$ cat src/rtl/stream_arbiter.sv
// rtl/stream_arbiter.sv - four-requester round-robin stream arbiter with burst-locked grants
// Optional macro STREAM_ARB_BEAT_LIMIT_EN caps each grant at MAX_BEATS accepted beats.
module stream_arbiter #(
    parameter int WIDTH     = 32,
    parameter int MAX_BEATS = 16
) (
    input  logic               CLK,
    input  logic               RESETn,
    input  logic [4*WIDTH-1:0] S_DATA,
    input  logic [3:0]         S_VALID,
    input  logic [3:0]         S_LAST,
    output logic [3:0]         S_READY,
    output logic [WIDTH-1:0]   M_DATA,
    output logic               M_VALID,
    output logic               M_LAST,
    input  logic               M_READY,
    output logic [1:0]         M_ID,
    output logic               BUSY
);

    typedef enum logic {
        IDLE  = 1'b0,
        GRANT = 1'b1
    } state_t;

    state_t     state_q, state_d;
    logic [1:0] gnt_q, gnt_d;
    logic [1:0] last_gnt_q, last_gnt_d;
    logic       found;
    logic [1:0] idx;
    logic       accept;
    logic       burst_done;
    logic       limit_hit;

    if (MAX_BEATS < 2 || MAX_BEATS > 256) begin : g_bad_max_beats
        $error("stream_arbiter: MAX_BEATS must be in 2..256");
    end

`ifdef STREAM_ARB_BEAT_LIMIT_EN
    localparam int CNT_W = $clog2(MAX_BEATS) + 1;

    logic [CNT_W-1:0] cnt_q, cnt_d;

    // Counter is cleared while idle so it starts at zero on every grant entry.
    always_comb begin
        cnt_d = cnt_q;
        if (state_q == IDLE) begin
            cnt_d = '0;
        end else if (accept) begin
            cnt_d = cnt_q + 1'b1;
        end
    end

    assign limit_hit = (cnt_q == CNT_W'(MAX_BEATS - 1));

    always_ff @(posedge CLK or negedge RESETn) begin
        if (!RESETn) begin
            cnt_q <= '0;
        end else begin
            cnt_q <= cnt_d;
        end
    end
`else
    assign limit_hit = 1'b0;
`endif

    assign accept     = (state_q == GRANT) && S_VALID[gnt_q] && M_READY;
    assign burst_done = accept && (S_LAST[gnt_q] || limit_hit);

    always_comb begin
        state_d    = state_q;
        gnt_d      = gnt_q;
        last_gnt_d = last_gnt_q;
        found      = 1'b0;
        idx        = 2'd0;
        S_READY    = 4'b0000;
        M_DATA     = '0;
        M_VALID    = 1'b0;
        M_LAST     = 1'b0;

        case (state_q)
            IDLE: begin
                // Search starts just past the previous winner; offset 4 wraps to last_gnt itself.
                for (int i = 1; i <= 4; i++) begin
                    idx = last_gnt_q + i[1:0];
                    if (!found && S_VALID[idx]) begin
                        found = 1'b1;
                        gnt_d = idx;
                    end
                end
                if (found) begin
                    state_d = GRANT;
                end
            end
            GRANT: begin
                M_DATA         = S_DATA[gnt_q*WIDTH +: WIDTH];
                M_VALID        = S_VALID[gnt_q];
                M_LAST         = S_LAST[gnt_q];
                S_READY[gnt_q] = M_READY;
                if (burst_done) begin
                    state_d    = IDLE;
                    last_gnt_d = gnt_q;
                end
            end
            default: state_d = IDLE;
        endcase
    end

    always_ff @(posedge CLK or negedge RESETn) begin
        if (!RESETn) begin
            state_q    <= IDLE;
            gnt_q      <= 2'd0;
            last_gnt_q <= 2'd3;
        end else begin
            state_q    <= state_d;
            gnt_q      <= gnt_d;
            last_gnt_q <= last_gnt_d;
        end
    end

    // gnt is only rewritten on grant entry, so it also holds the last ID while idle.
    assign M_ID = gnt_q;
    assign BUSY = (state_q == GRANT);

endmodule

$ cat config.mk
export PLATFORM = sky130hd
export DESIGN_NAME = stream_arbiter
export DESIGN_NICKNAME = d
export VERILOG_FILES = /design/src/rtl/stream_arbiter.sv
export SDC_FILE = /design/constraint.sdc
export NUM_CORES = 1
export LEC_CHECK = 0
export BUFFER_PORTS_ARGS = -buffer_cell sky130_fd_sc_hd__clkbuf_2
export CAP_MARGIN = 20
export CORE_ASPECT_RATIO = 0.75
export CORE_MARGIN = 2
export CORE_UTILIZATION = 33
export DETAILED_ROUTE_END_ITERATION = 7
export PLACE_DENSITY = 0.81
export REMOVE_ABC_BUFFERS = 1
export SLEW_MARGIN = 10
export SYNTH_ARGS = -nofsm -noshare
export SYNTH_HDL_FRONTEND = slang
export SYNTH_SLANG_ARGS = --single-unit
$ cat constraint.sdc
create_clock -name CLK -period 2.1 [get_ports CLK]
set_input_delay 0 -clock CLK [delete_from_list [all_inputs] [get_ports CLK]]
set_output_delay 0 -clock CLK [all_outputs]
set_load 0.01 [all_outputs]
==> qor.txt <==
DP HPWL: 5010 µm
Num CTS Buffers: 3
Clock skew: 0.00193 ns
Fmax: 0.536 GHz
Fill cells: 372
H-tree levels: 1
VDD IR max: 757 µV
DR vias/cell: 5.04
EDFF count, synth: 0
Starting Density: 34.5%
Unrepaired setup endpoints after global routing: false
First-pass GRT wire length: 8070 µm
Grt ovf: 0
Routability-driven placement congestion ratio: 0.898
Crit path max fanout: 21
Tmin final: 1.87 ns
YS warnings: 0
Sequential cell area fraction in the yosys report: 9.07%
Initial antenna violation count: 0
Cell leakage power: 0.00127 µW
Worst setup path category: reg2out
Worst skew pair latency: 0.22 ns
Site Rows: 20
Routed wire length: 5720 µm
Number of port buffers: 179
Netlist cell types: 28
Vias: 1,745
Routed wire per std cell: 16.5 µm
# IOs: 180
Hold Crit Class: in2reg
Width of the die: 79.4 µm
Min Hold Slack: 0.103 ns
Switch share: 43.2%
Sequential Power Share: 9.6%
Initial DRC count: 70
Pre-antenna DRT Iters: 4
TritonCTS clock tree: done
Final Setup Violations: 0
Number of global-route vias before repair: 1,649
Largest net degree at the start of global routing: 30
Internal power: 1540 µW
Measured slew at the worst slew-check pin: 0.504 ns
Post-Syn Instances: 115
Clk sink count: 5
Layout Cells excl Fill: 346
Synth async-reset ratio: 100%
Max-slew violations: 0
Pwr/cell area: 1140 mW/mm²
Setup Fix Bufs, Post-CTS: 0
Area delta synth->final: 68.5%
Core area: 0.00408 mm²
Share of cells above drive strength 1: 74.6%
CP required: 2.10 ns
Primary FF master, synth: dfrtp_1
Final period util: 88.9%
Setup tns final: 0 ns
Multi-input logic area: 0.00116 mm²
Clock share of power: 6.6%
Root Buffer: clkbuf_8
Post-Syn Area: 0.00141 mm²
CTS max path bufs: 2
Area occupied by registers: 129 µm²
Register bit total from synthesis: 5
Die area: 0.00481 mm²
Nets@finish: 431
Inst Count DP: 341
Clk slew on worst S/H paths: 0.04 ns
Data arrival time of the worst path: 1.87 ns
Routed Antenna Nets: 0
Die Ht: 60.6 µm
P_sw: 1170 µW
Status: completed
Logic gate share of total power: 83.8%
Syn avg cell area: 12.2 µm²
DRC: 0
Number of inserted diodes: 0
Slew headroom: 66.4%
Total GRT Usage: 22.4%
Critical Path Source Type: flop
Crit. End Element: primary output
Endpoints failing hold: 0
Max Cap Violations: 0
==> layout make-up <==
| type | instances | share of cell area, % |
|---|---|---|
| clock buffer | 4 | 1.90 |
| multi-input combinational | 93 | 49.0 |
| tap | 55 | 2.90 |
| inverter | 5 | 0.791 |
| sequential | 5 | 5.43 |
| timing repair buffer | 184 | 40.0 |
==> per-layer routing <==
metal	wire [µm]	track usage, %
met5	0	0
met4	66	5.91
met3	444	3.72
met2	3070	41.8
met1	2140	27.7
==> synth_stat cells (all sizes together), types with 2 or more instances <==
cell type | instances | area share (%)
and2 | 34 | 15
buf | 7 | 5.7
clkbuf | 5 | 1.3
dfrtp | 3 | 5.3
dfstp | 2 | 3.7
inv | 5 | 1.3
mux4 | 34 | 56
nand2 | 2 | 0.53
nand3 | 2 | 0.71
nor2 | 5 | 1.3
nor3 | 2 | 0.71
o21ai | 2 | 0.71
==> registers in the layout, summed over array words and instances, names as in the netlist <==
signal	flops
BUSY	1
M_ID	2
last_gnt_q	2
==> metrics by stage <==
step	cell area, µm²	total power [µW]	worst slack (ns)	util [%]
6_report	2370	2710	0.234	58.2
5_1_grt	2370	2920	0.137	58.2
4_1_cts	2370	2730	0.235	58.2
3_5_place_dp	2320	2540	0.480	56.8
3_3_place_gp	2320	2510	0.497	56.8
2_1_floorplan	1310	1710	-0.675	-
==> path summary, 6_finish.rpt <==
kind / start / endpoint / slack, ns / depth (start not counted)
max: M_ID[0]$_DFFE_PN0P_ / M_DATA[31] / 0.23 / 4
min: M_READY / last_gnt_q[1]$_DFFE_PN1P_ / 0.10 / 3
max reg2reg: M_ID[1]$_DFFE_PN0P_ / last_gnt_q[0]$_DFFE_PN1P_ / 0.49 / 3
min reg2reg: last_gnt_q[1]$_DFFE_PN1P_ / last_gnt_q[1]$_DFFE_PN1P_ / 0.52 / 2
max in group asynchronous: RESETn / last_gnt_q[1]$_DFFE_PN1P_ / 1.75 / 2
min in group asynchronous: RESETn / M_ID[1]$_DFFE_PN0P_ / 0.13 / 2
==> layout by cell type, fill, tap and decap left out, types with 2 or more instances in the layout <==
cell,netlist,final
nand3_1,2,2
nor3_1,2,2
nor2_1,5,5
nand2_1,2,2
mux4_2,27,27
buf_4,1,3
mux4_1,7,7
dfrtp_1,3,2
inv_1,5,5
clkbuf_2,0,179
dfstp_2,2,2
clkbuf_8,0,3
o21ai_0,2,2
and2_1,34,34
==> worst max-delay path: stages, from the launching register on <==
cell and delay [ns]:
dfrtp_2 0.39, buf_4 0.34, mux4_1 0.60, and2_1 0.17
clkbuf_2 0.12
==> power by group through the flow <==
stage	clock network (µW)	logic (µW)	registers, µW
final	180	2270	259
after global routing	194	2450	274
after CTS	186	2290	258
after detailed placement	0	2280	260
after global placement	0	2250	256
after floorplan	0	1270	441
==> kinds of logic (layout without fill, tap and decap cells) <==
family	after synthesis	in the layout	share of synthesized area, %
flip-flops	5	5	9.07
buffers and inverters	17	193	8.36
XOR/XNOR	1	1	0.622
AO/OA/AOI/OAI	9	9	4.45
AND/OR/NAND/NOR	47	47	19.7
multiplexers	36	36	57.8
==> timing repair <==
item                      4_1_cts  5_1_grt
hold buffers                    1        0
resized for setup               0        0
hold endpoints to repair        5        0
Note: power is estimated with default switching activity, not from simulation.
